## src/rtl/mcu_batch_core.sv

```systemverilog
// mcu_batch_core
//   Small compute-and-log engine. A command (start) either runs one ALU
//   operation on two W-bit operands and appends the 2W-bit result to an
//   internal result store (mode 0), or reads back one stored slot (mode 1).
//   Every command takes the same number of cycles from start to done.
//
// Parameters
//   W      operand width (>=4, power of 2); results are 2*W bits
//   DEPTH  number of result-store entries (power of 2)
//   WRAP   1: write pointer wraps when full, oldest entry overwritten
//          0: writes rejected when full (err pulse with done)
//
// Ports
//   clk       rising-edge clock
//   reset     synchronous, active-high reset
//   start     command strobe, only looked at while idle
//   mode      0 = compute+store, 1 = read back
//   in1, in2  W-bit unsigned operands
//   sel       ALU opcode (0 ADD, 1 SUB, 2 AND, 3 OR, 4 XOR, 5 NOT, 6 MUL, 7 SHL)
//   rd_addr   slot to read back in mode 1
//   busy      high whenever a command is in flight
//   done      one-cycle completion pulse
//   err       one-cycle pulse alongside done when a store write was rejected
//   out_data  last ALU result (mode 0) or slot contents (mode 1), held until next done
//   wr_ptr    next slot to be written
//   count     number of valid entries, saturates at DEPTH
module mcu_batch_core #(
    parameter int W     = 8,
    parameter int DEPTH = 16,
    parameter int WRAP  = 0
) (
    input  logic                       clk,
    input  logic                       reset,
    input  logic                       start,
    input  logic                       mode,
    input  logic [W-1:0]               in1,
    input  logic [W-1:0]               in2,
    input  logic [2:0]                 sel,
    input  logic [$clog2(DEPTH)-1:0]   rd_addr,
    output logic                       busy,
    output logic                       done,
    output logic                       err,
    output logic [2*W-1:0]             out_data,
    output logic [$clog2(DEPTH)-1:0]   wr_ptr,
    output logic [$clog2(DEPTH):0]     count
);

    localparam int AW = $clog2(DEPTH);
    localparam int SW = $clog2(W);

    localparam logic [AW-1:0] PTR_ONE   = 1;
    localparam logic [AW:0]   CNT_ONE   = 1;
    localparam logic [AW:0]   CNT_DEPTH = DEPTH;
    localparam logic          WRAP_EN   = (WRAP != 0);

    typedef enum logic [2:0] {
        S_IDLE,
        S_LOAD,
        S_EXEC,
        S_WRITE,
        S_READ,
        S_DONE
    } state_t;

    // Unsigned ALU; every result is zero-extended to 2W bits.
    function automatic logic [2*W-1:0] alu(input logic [W-1:0] a,
                                           input logic [W-1:0] b,
                                           input logic [2:0]   op);
        logic [W:0]     s;
        logic [2*W-1:0] r;
        s = '0;
        r = '0;
        case (op)
            3'd0: begin
                s = {1'b0, a} + {1'b0, b};   // bit W is the carry
                r = {{(W-1){1'b0}}, s};
            end
            3'd1: begin
                s = {1'b0, a} - {1'b0, b};   // bit W is the borrow
                r = {{(W-1){1'b0}}, s};
            end
            3'd2: r = {{W{1'b0}}, a & b};
            3'd3: r = {{W{1'b0}}, a | b};
            3'd4: r = {{W{1'b0}}, a ^ b};
            3'd5: r = {{W{1'b0}}, ~a};
            3'd6: r = {{W{1'b0}}, a} * {{W{1'b0}}, b};
            3'd7: r = {{W{1'b0}}, a} << b[SW-1:0];
        endcase
        return r;
    endfunction

    state_t           state_q;
    logic [W-1:0]     in1_q;
    logic [W-1:0]     in2_q;
    logic [2:0]       sel_q;
    logic             mode_q;
    logic [AW-1:0]    rd_addr_q;
    logic [2*W-1:0]   result_q;
    logic [2*W-1:0]   out_data_q;
    logic [AW-1:0]    wr_ptr_q;
    logic [AW:0]      count_q;
    logic             busy_q;
    logic             done_q;
    logic             err_q;

    logic [2*W-1:0]   mem_q [DEPTH];

    logic [2*W-1:0]   result_d;
    logic [AW-1:0]    wr_ptr_d;
    logic [AW:0]      count_d;
    logic             wr_ok;
    logic             wr_en;

    always_comb begin
        result_d = alu(in1_q, in2_q, sel_q);
        wr_ok    = (count_q < CNT_DEPTH) || WRAP_EN;
        wr_en    = (state_q == S_WRITE) && wr_ok && !reset;
        // DEPTH is a power of two, so the pointer wraps by plain overflow.
        wr_ptr_d = wr_ptr_q + PTR_ONE;
        count_d  = (count_q == CNT_DEPTH) ? count_q : count_q + CNT_ONE;
    end

    // Result store: contents survive reset; gated by reset so an aborted
    // command never lands in the store.
    always_ff @(posedge clk) begin
        if (wr_en) begin
            mem_q[wr_ptr_q] <= result_q;
        end
    end

    always_ff @(posedge clk) begin
        if (reset) begin
            state_q    <= S_IDLE;
            in1_q      <= '0;
            in2_q      <= '0;
            sel_q      <= '0;
            mode_q     <= 1'b0;
            rd_addr_q  <= '0;
            result_q   <= '0;
            out_data_q <= '0;
            wr_ptr_q   <= '0;
            count_q    <= '0;
            busy_q     <= 1'b0;
            done_q     <= 1'b0;
            err_q      <= 1'b0;
        end else begin
            done_q <= 1'b0;
            err_q  <= 1'b0;
            case (state_q)
                S_IDLE: begin
                    if (start) begin
                        in1_q     <= in1;
                        in2_q     <= in2;
                        sel_q     <= sel;
                        mode_q    <= mode;
                        rd_addr_q <= rd_addr;
                        busy_q    <= 1'b1;
                        state_q   <= S_LOAD;
                    end
                end
                // Read-back also passes through EXEC so both modes share
                // the same start-to-done latency; the ALU result is unused then.
                S_LOAD: state_q <= S_EXEC;
                S_EXEC: begin
                    result_q <= result_d;
                    state_q  <= mode_q ? S_READ : S_WRITE;
                end
                S_WRITE: begin
                    if (wr_ok) begin
                        wr_ptr_q <= wr_ptr_d;
                        count_q  <= count_d;
                    end
                    // The result is reported even when the store rejects it.
                    out_data_q <= result_q;
                    err_q      <= !wr_ok;
                    done_q     <= 1'b1;
                    state_q    <= S_DONE;
                end
                S_READ: begin
                    out_data_q <= mem_q[rd_addr_q];
                    done_q     <= 1'b1;
                    state_q    <= S_DONE;
                end
                S_DONE: begin
                    busy_q  <= 1'b0;
                    state_q <= S_IDLE;
                end
                default: begin
                    busy_q  <= 1'b0;
                    state_q <= S_IDLE;
                end
            endcase
        end
    end

    assign busy     = busy_q;
    assign done     = done_q;
    assign err      = err_q;
    assign out_data = out_data_q;
    assign wr_ptr   = wr_ptr_q;
    assign count    = count_q;

endmodule

```

## config.mk

```make
export PLATFORM = sky130hd
export DESIGN_NAME = mcu_batch_core
export DESIGN_NICKNAME = d
export VERILOG_FILES = /design/src/rtl/mcu_batch_core.sv
export SDC_FILE = /design/constraint.sdc
export NUM_CORES = 1
export LEC_CHECK = 0
export BUFFER_PORTS_ARGS = -buffer_cell sky130_fd_sc_hd__buf_2
export CAP_MARGIN = 20
export CORE_MARGIN = 2
export CORE_UTILIZATION = 55
export CTS_BUF_LIST = sky130_fd_sc_hd__clkbuf_8
export DETAILED_ROUTE_END_ITERATION = 8
export HOLD_SLACK_MARGIN = 0.1
export PLACE_DENSITY = 0.72
export SYNTH_ARGS = -nofsm -noshare
export SYNTH_HDL_FRONTEND = slang
export SYNTH_SLANG_ARGS = --single-unit
```

## constraint.sdc

```tcl
create_clock -name clk -period 4.9 [get_ports clk]
set_clock_uncertainty 0.05 [all_clocks]
set_input_delay 0.98 -clock clk [delete_from_list [all_inputs] [get_ports clk]]
set_output_delay 0.98 -clock clk [all_outputs]
set_load 0.02 [all_outputs]
```

==> impl_results.md, run 1 <==
* Cell mode on critical path: fa_1
* Worst Setup Start Kind: flop
* Worst Path Arrival at 4950 ps
* Reg-to-reg critical path startpoint: in2_q[3]
* Area after DPL at around 0.017 mm2
* Highest clock rate at 0.2172 GHz
* Register area at 0.009198 mm2
* Largest net degree at the start of global routing at 57
* Initial DRC Count at 1,053
* Reg2reg setup slack at 300 ps
* Worst R2R End: result_q[14]
* Multi-input combinational cell area at about 0.0063 mm2
* CTS tree: yes
* Slowest stage delay, CP at 520 ps
* Max cap viols at 0
* HPWL Detailed at 25.76 mm
* Synthesis-to-finish area growth at 12.02%
* Slowest cell on the critical path: fa_1
* Register bit total from synthesis at 331
* Starting Density at 55.96%
* Buffer depth of the longest clock path at 3
* Mapped Nets at 1,305
* Clock latency on the worst-skew pair at 580 ps
* Layout Nets at 1,406
* Fillers at 2,115
* Crit Path Class: reg2reg
* Top_reg_cell synth: edfxtp_1
* RePlAce Congestion at 0.9245
* P per Cell Area at 350.6 mW/mm2
* Status: finished clean
* Tightest Hold Check Type: reg2reg
* DRT Pass-1 Iters at 6
* # diodes at 0
* Sink Count at 331
* Synth warn at 0
* Mapped Area at 0.01606 mm2
* Total power at 0.006309 W
* Critical path cell sequence: clkinv_1 > nor2_1 > fa_1 > fa_1 > fa_1 > inv_1 > fa_1 > inv_1 > ha_1 > and4_1 > a211o_1 > a21o_1 > o41ai_2 > xor2_1 > o22ai_1
* Vias in the first global route at 10,430
* Area of the die at 0.03059 mm2
* DR vias at between 10,000 and 15,000
* Final Instance Area at 0.01799 mm2
* Critical path capture point type: flop
* GR Overflow Total at 0
* Routed WL at approximately 39 mm
* Sequential area share after synthesis at between 50% and 60%
* Clock-pin slew on the worst setup and hold paths at 60 ps
* Post-CTS setup buffers at 0
* EDFF count, synth at 256
* Share of cells above drive strength 1 at 19.98%
* H-tree Lvls at 2
* WP data required at 5240 ps
* Asr flop ratio synth at 0%
* Cells after Synth at 1,174
* Drt wl/cell at 22.65 um
* Lkg Pwr at 6.625 nW
* Synthesized area per cell at approximately 14 um2
* Die height at approximately 170 um
* I/O Buffers at between 50 and 60
* Die X at 174.9 um
* Site Rows at 62
* Yosys cell types at 60
* GRT busiest layer: met2
* Hold path depth at 2
* M2 GR Usage at 43.64%
* Clock tree root buffer cell: clkbuf_8
* Final period util at 93.95%
* IO Count at 55
* RSZ-0062 raised after global routing: false
* First-pass GRT wire length at 59.93 mm
* Max-slew violation count at 0
* Worst VDD drop at 0.0001928 V
* R2R cell count at 15
* Final setup fails at 0
* # DRC at 0
* M3 GR Usage at 4.112%
* GRT Overall Usage at between 20% and 30%
* Rel. slew slack at 28.64%
* Final min period at 4603 ps
* GR Util met1 at approximately a third
* Total CTS buffers at 51
* Via density at 5.995
* Routed Antenna Nets at 0
* Final hold viol count at 0
* Initial antenna violation count at 0
* Hold_sp: rd_addr_q[1]
* Core Region at 0.02870 mm2
* Setup TNS at 0 ps
* Slew @ Worst Pin at 1069 ps
* CP max FO at 6
-- power breakdown --
group          switching (W)  internal, W  total (W)
logic               0.000478     0.000359   0.000837
clock network        0.00105      0.00116    0.00221
registers           0.000147      0.00312    0.00326
total                0.00167      0.00464    0.00631
-- worst max-delay path: cells and delay by family, from the launching register on --
family	cells	cell delay [ps]
fa+ha+maj	5	2310
simple gates	2	400
flops	1	410
compound gates	4	760
xor+xnor	1	200
buf+inv	3	290
-- registers in the layout (all words and copies together) (netlist names), named ones only --
register and flops:
busy 1, mode_q 1, done 1, mem_q 256
out_data 16, sel_q 3, result_q 16, wr_ptr 4
err 1, in1_q 8, state_q 3, count 5
in2_q 8, rd_addr_q 4
-- synth_stat cells (all sizes together) (12+ instances only) --
library cell    n  area (um2)
xnor2          15       131.4
inv            71       266.5
fa             37       740.7
nor2          126       473.0
a311oi         17       148.9
buf            29       200.2
edfxtp        256        7687
dfxtp          75        1501
o21ai          29       145.1
ha             67       838.3
nand2         114       427.9
a21oi          61       305.3
clkbuf         28       106.4
nor3           12       60.06
mux2i          18       180.2
nand3          22       110.1
mux4           80        1866
-- metrics by stage --
| stage | worst slack (ps) | std cells | hold slack (ps) | utilization [%] |
|---|---|---|---|---|
| after CTS | 133.4 | 1696 | 406.3 | 62.45 |
| after detailed placement | 175.6 | 1602 | 397.7 | 59.01 |
| after global placement | 362.3 | 1600 | 387.0 | 58.86 |
| after global routing | 59.81 | 1700 | 446.4 | 62.69 |
| final | 296.6 | 1700 | 402.8 | 62.69 |
| after floorplan | 483.2 | 1174 | 385.9 | - |
-- cell usage in the layout, fill, tap and decap left out, drive strengths merged, types with 12 or more instances in the layout --
cell and instances:
clkbuf 56, nor2 126, xnor2 15, inv 93, nor3 12, clkinv 22
nand2 114, mux2i 18, a21oi 61, edfxtp 256, fa 37, dfxtp 75
ha 67, o21ai 29, buf 105, a311oi 17, nand3 22, mux4 80
-- timing repair --
action	in CTS	in global routing
endpoints found under the hold margin	0	0
setup endpoints to repair	0	2
hold buffers	0	0
resized for setup	0	6
-- worst max-delay path by stage --
stage          startpoint            to  slack (ps)
3_5_place_dp     in1_q[3]  result_q[14]         180
6_report         in2_q[3]  result_q[14]         300
2_1_floorplan    in2_q[2]  result_q[14]         480
4_1_cts          in1_q[3]  result_q[14]         130
3_3_place_gp     in1_q[3]  result_q[14]         360
5_1_grt          in2_q[3]  result_q[14]          60
-- routing by layer --
metal  routed length, um  vias to the layer above
met5                   0                        -
met4                1184                        0
met3                2568                       91
met2               18970                      408
met1               15790                     5115
li1                    -                     4577
-- cells by family (layout without fill, tap and decap cells) --
family	count (synthesis)	after routing	synth area share, %
AOI/OAI and AO/OA	169	169	6.761
DFF	331	331	57.21
buffers and inverters	137	279	3.778
muxes	100	100	12.88
and+or+nand+nor	310	310	8.296
adders and majority gates	104	104	9.830
xor gates and xnor gates	23	23	1.254
-- cell type report --
class,instances,share of cell area [%]
clock inverters,38,1.203
inverters,80,1.690
multi-input cells,706,35.13
clock buffers,56,4.283
repair buffers,105,3.908
flip-flops and latches,331,51.12
well taps,384,2.670
Power figures use the tool's default switching activity.
==> run 2, diff against run 1 <==
--- a/config.mk
+++ b/config.mk
@@ -8,11 +8,11 @@
 export BUFFER_PORTS_ARGS = -buffer_cell sky130_fd_sc_hd__buf_2
 export CAP_MARGIN = 20
 export CORE_MARGIN = 2
-export CORE_UTILIZATION = 55
+export CORE_UTILIZATION = 35
 export CTS_BUF_LIST = sky130_fd_sc_hd__clkbuf_8
 export DETAILED_ROUTE_END_ITERATION = 8
 export HOLD_SLACK_MARGIN = 0.1
-export PLACE_DENSITY = 0.72
+export SKIP_LAST_GASP = 1
 export SYNTH_ARGS = -nofsm -noshare
 export SYNTH_HDL_FRONTEND = slang
 export SYNTH_SLANG_ARGS = --single-unit
==> impl_results.md, run 2 (same netlist as run 1, synthesis figures left out) <==
* Hold_sp: rd_addr_q[2]
* Worst VDD drop at roughly 0.00017 V
* Most frequent cells in the layout: edfxtp_1, nand2_1, nor2_1
* Total CTS buffers at 52
* Switching power at between 0.0015 and 0.002 W
* Final core occ at 40.10%
* RSZ-0062 raised after global routing: true
* Core Region at 0.04538 mm2
* Lkg Pwr at between 6 and 7 nW
* R2R cell count at 15
* Initial DRC Count at 850
* Hold path depth at 2
* DRT Pass-1 Iters at 5
* GR Overflow Total at 0
* Buffer depth of the longest clock path at 3
* DR vias at 10,120
* Clock-pin slew on the worst setup and hold paths at 60 ps
* Tightest Hold Check Type: reg2reg
* CTS tree: yes
* Final setup fails at 0
* Switching Fraction at 26.94%
* Final hold viol count at 0
* First-pass GRT wire length at about 63 mm
* Crit Path Class: reg2reg
* Share of cells above drive strength 1 at 19.95%
* Number of flip-flops in the largest register at 256
* H-tree Lvls at 2
* Routed Antenna Nets at 0
* Via density at 5.292
* I/O Buffers at 54
* Fillers at 4,275
* P per Cell Area at 344.8 mW/mm2
* Site Rows at 78
* Starting Density at 35.40%
* Drt wl/cell at approximately 21 um
* Max-slew violation count at 0
* Die height at ~220 um
* CP max FO at 8
* HPWL Detailed at 26.78 mm
* Layout Nets at ~1,400
* Routed WL at 40.56 mm
* Largest Register: mem_q
* Total placed cells including tap cells at 1,820
* Critical path capture point type: flop
* RePlAce Congestion at 0.8846
* Synthesis-to-finish area growth at 13.30%
* WP data required at about 5300 ps
* Status: finished clean
* Int Pwr at 0.004585 W
* Worst Path Arrival at 5030 ps
* Comb pwr share at between 10% and 20%
* Worst Setup Start Kind: flop
* Largest net degree at the start of global routing at 65
* Commonest non-fill, non-tap cell in the layout: edfxtp_1
* Clock latency on the worst-skew pair at around 600 ps
* Final min period at 4646 ps
* Clock share of power at about a third
* Initial antenna violation count at 0
* Highest clock rate at 0.2152 GHz
* Rel. slew slack at 30.00%
* Sequential power share at between 50% and 60%
* Area of the die at 0.04762 mm2
* Post-CTS setup buffers at 0
* IO Count at 55
* Worst R2R End: result_q[14]
* Reg-to-reg critical path startpoint: in1_q[5]
* Max cap viols at 0
* Die X at roughly 220 um
* # DRC at 0
* Final period util at between 90 and 100%
* Final cell count without fillers at 1,913
* Vias in the first global route at 10,460
* Slew @ Worst Pin at 1047 ps
* GRT Overall Usage at around 17%
* Clock tree root buffer cell: clkbuf_8
* Reg2reg setup slack at 250 ps
* Sink Count at between 300 and 400
* # diodes at 0
## run 2: area by class of cell
cell class | count | area, um2 | share of cell area, %
sequential | 331 | 9195 | 50.52
multi-input combinational | 706 | 6326 | 34.76
timing repair buffer | 104 | 665.6 | 3.657
clock buffer | 56 | 770.7 | 4.235
clock inverter | 36 | 191.4 | 1.052
tap | 600 | 750.7 | 4.125
inverter | 80 | 300.3 | 1.650
## run 2: per-stage QoR
stage	TNS (ps)	instance area (um2)	worst slack, ps	total power, W	hold WS (ps)
finish	0	18200	254.0	0.006275	410.4
global route	-20.58	18200	-20.58	0.006543	437.0
CTS	0	18170	202.0	0.006324	407.9
detailed placement	0	17210	224.2	0.004156	399.2
global placement	0	17210	262.9	0.004144	392.3
floorplan	0	16060	483.2	0.003861	385.9
## run 2: power by group through the flow
stage	Combinational [W]	Clock [W]	Sequential (W)
2_1_floorplan	0.000610	0	0.00325
3_3_place_gp	0.000849	0	0.00329
3_5_place_dp	0.000851	0	0.00331
4_1_cts	0.000856	0.00222	0.00325
5_1_grt	0.000941	0.00234	0.00326
6_report	0.000858	0.00217	0.00325
## run 2: what timing repair did
action / 4_1_cts / 5_1_grt
resized for setup: 0 / 3
hold buffers: 0 / 0
setup endpoints to repair: 0 / 2
## run 2: metal layers
layer / global-route usage (%) / up-vias / wire [um]
met5: 0 / - / 0
met4: 5.261 / 0 / 1023
li1: - / 4569 / -
met2: 28.87 / 305 / 19600
met1: 23.48 / 5177 / 17600
met3: 2.644 / 73 / 2335
## run 2: how the worst max path moves through the flow
| stage | from | to | slack, ps | cells past startpoint |
|---|---|---|---|---|
| after floorplan | in2_q[2] | result_q[14] | 480 | 16 |
| after global placement | in1_q[3] | result_q[14] | 260 | 15 |
| after detailed placement | in1_q[5] | result_q[14] | 220 | 15 |
| after CTS | in1_q[5] | result_q[14] | 200 | 15 |
| after global routing | in2_q[2] | result_q[13] | -20 | 16 |
| final | in1_q[5] | result_q[14] | 250 | 15 |
## run 2: critical path: stages (launching register included)
cell	delay, ps
dfxtp_1	500
inv_1	220
nor2_1	180
fa_1	480
fa_1	520
fa_1	500
inv_1	50
fa_1	470
inv_1	40
ha_1	350
and4_1	180
a211o_1	260
a21o_1	180
o41ai_2	250
xor2_1	170
o22ai_1	80
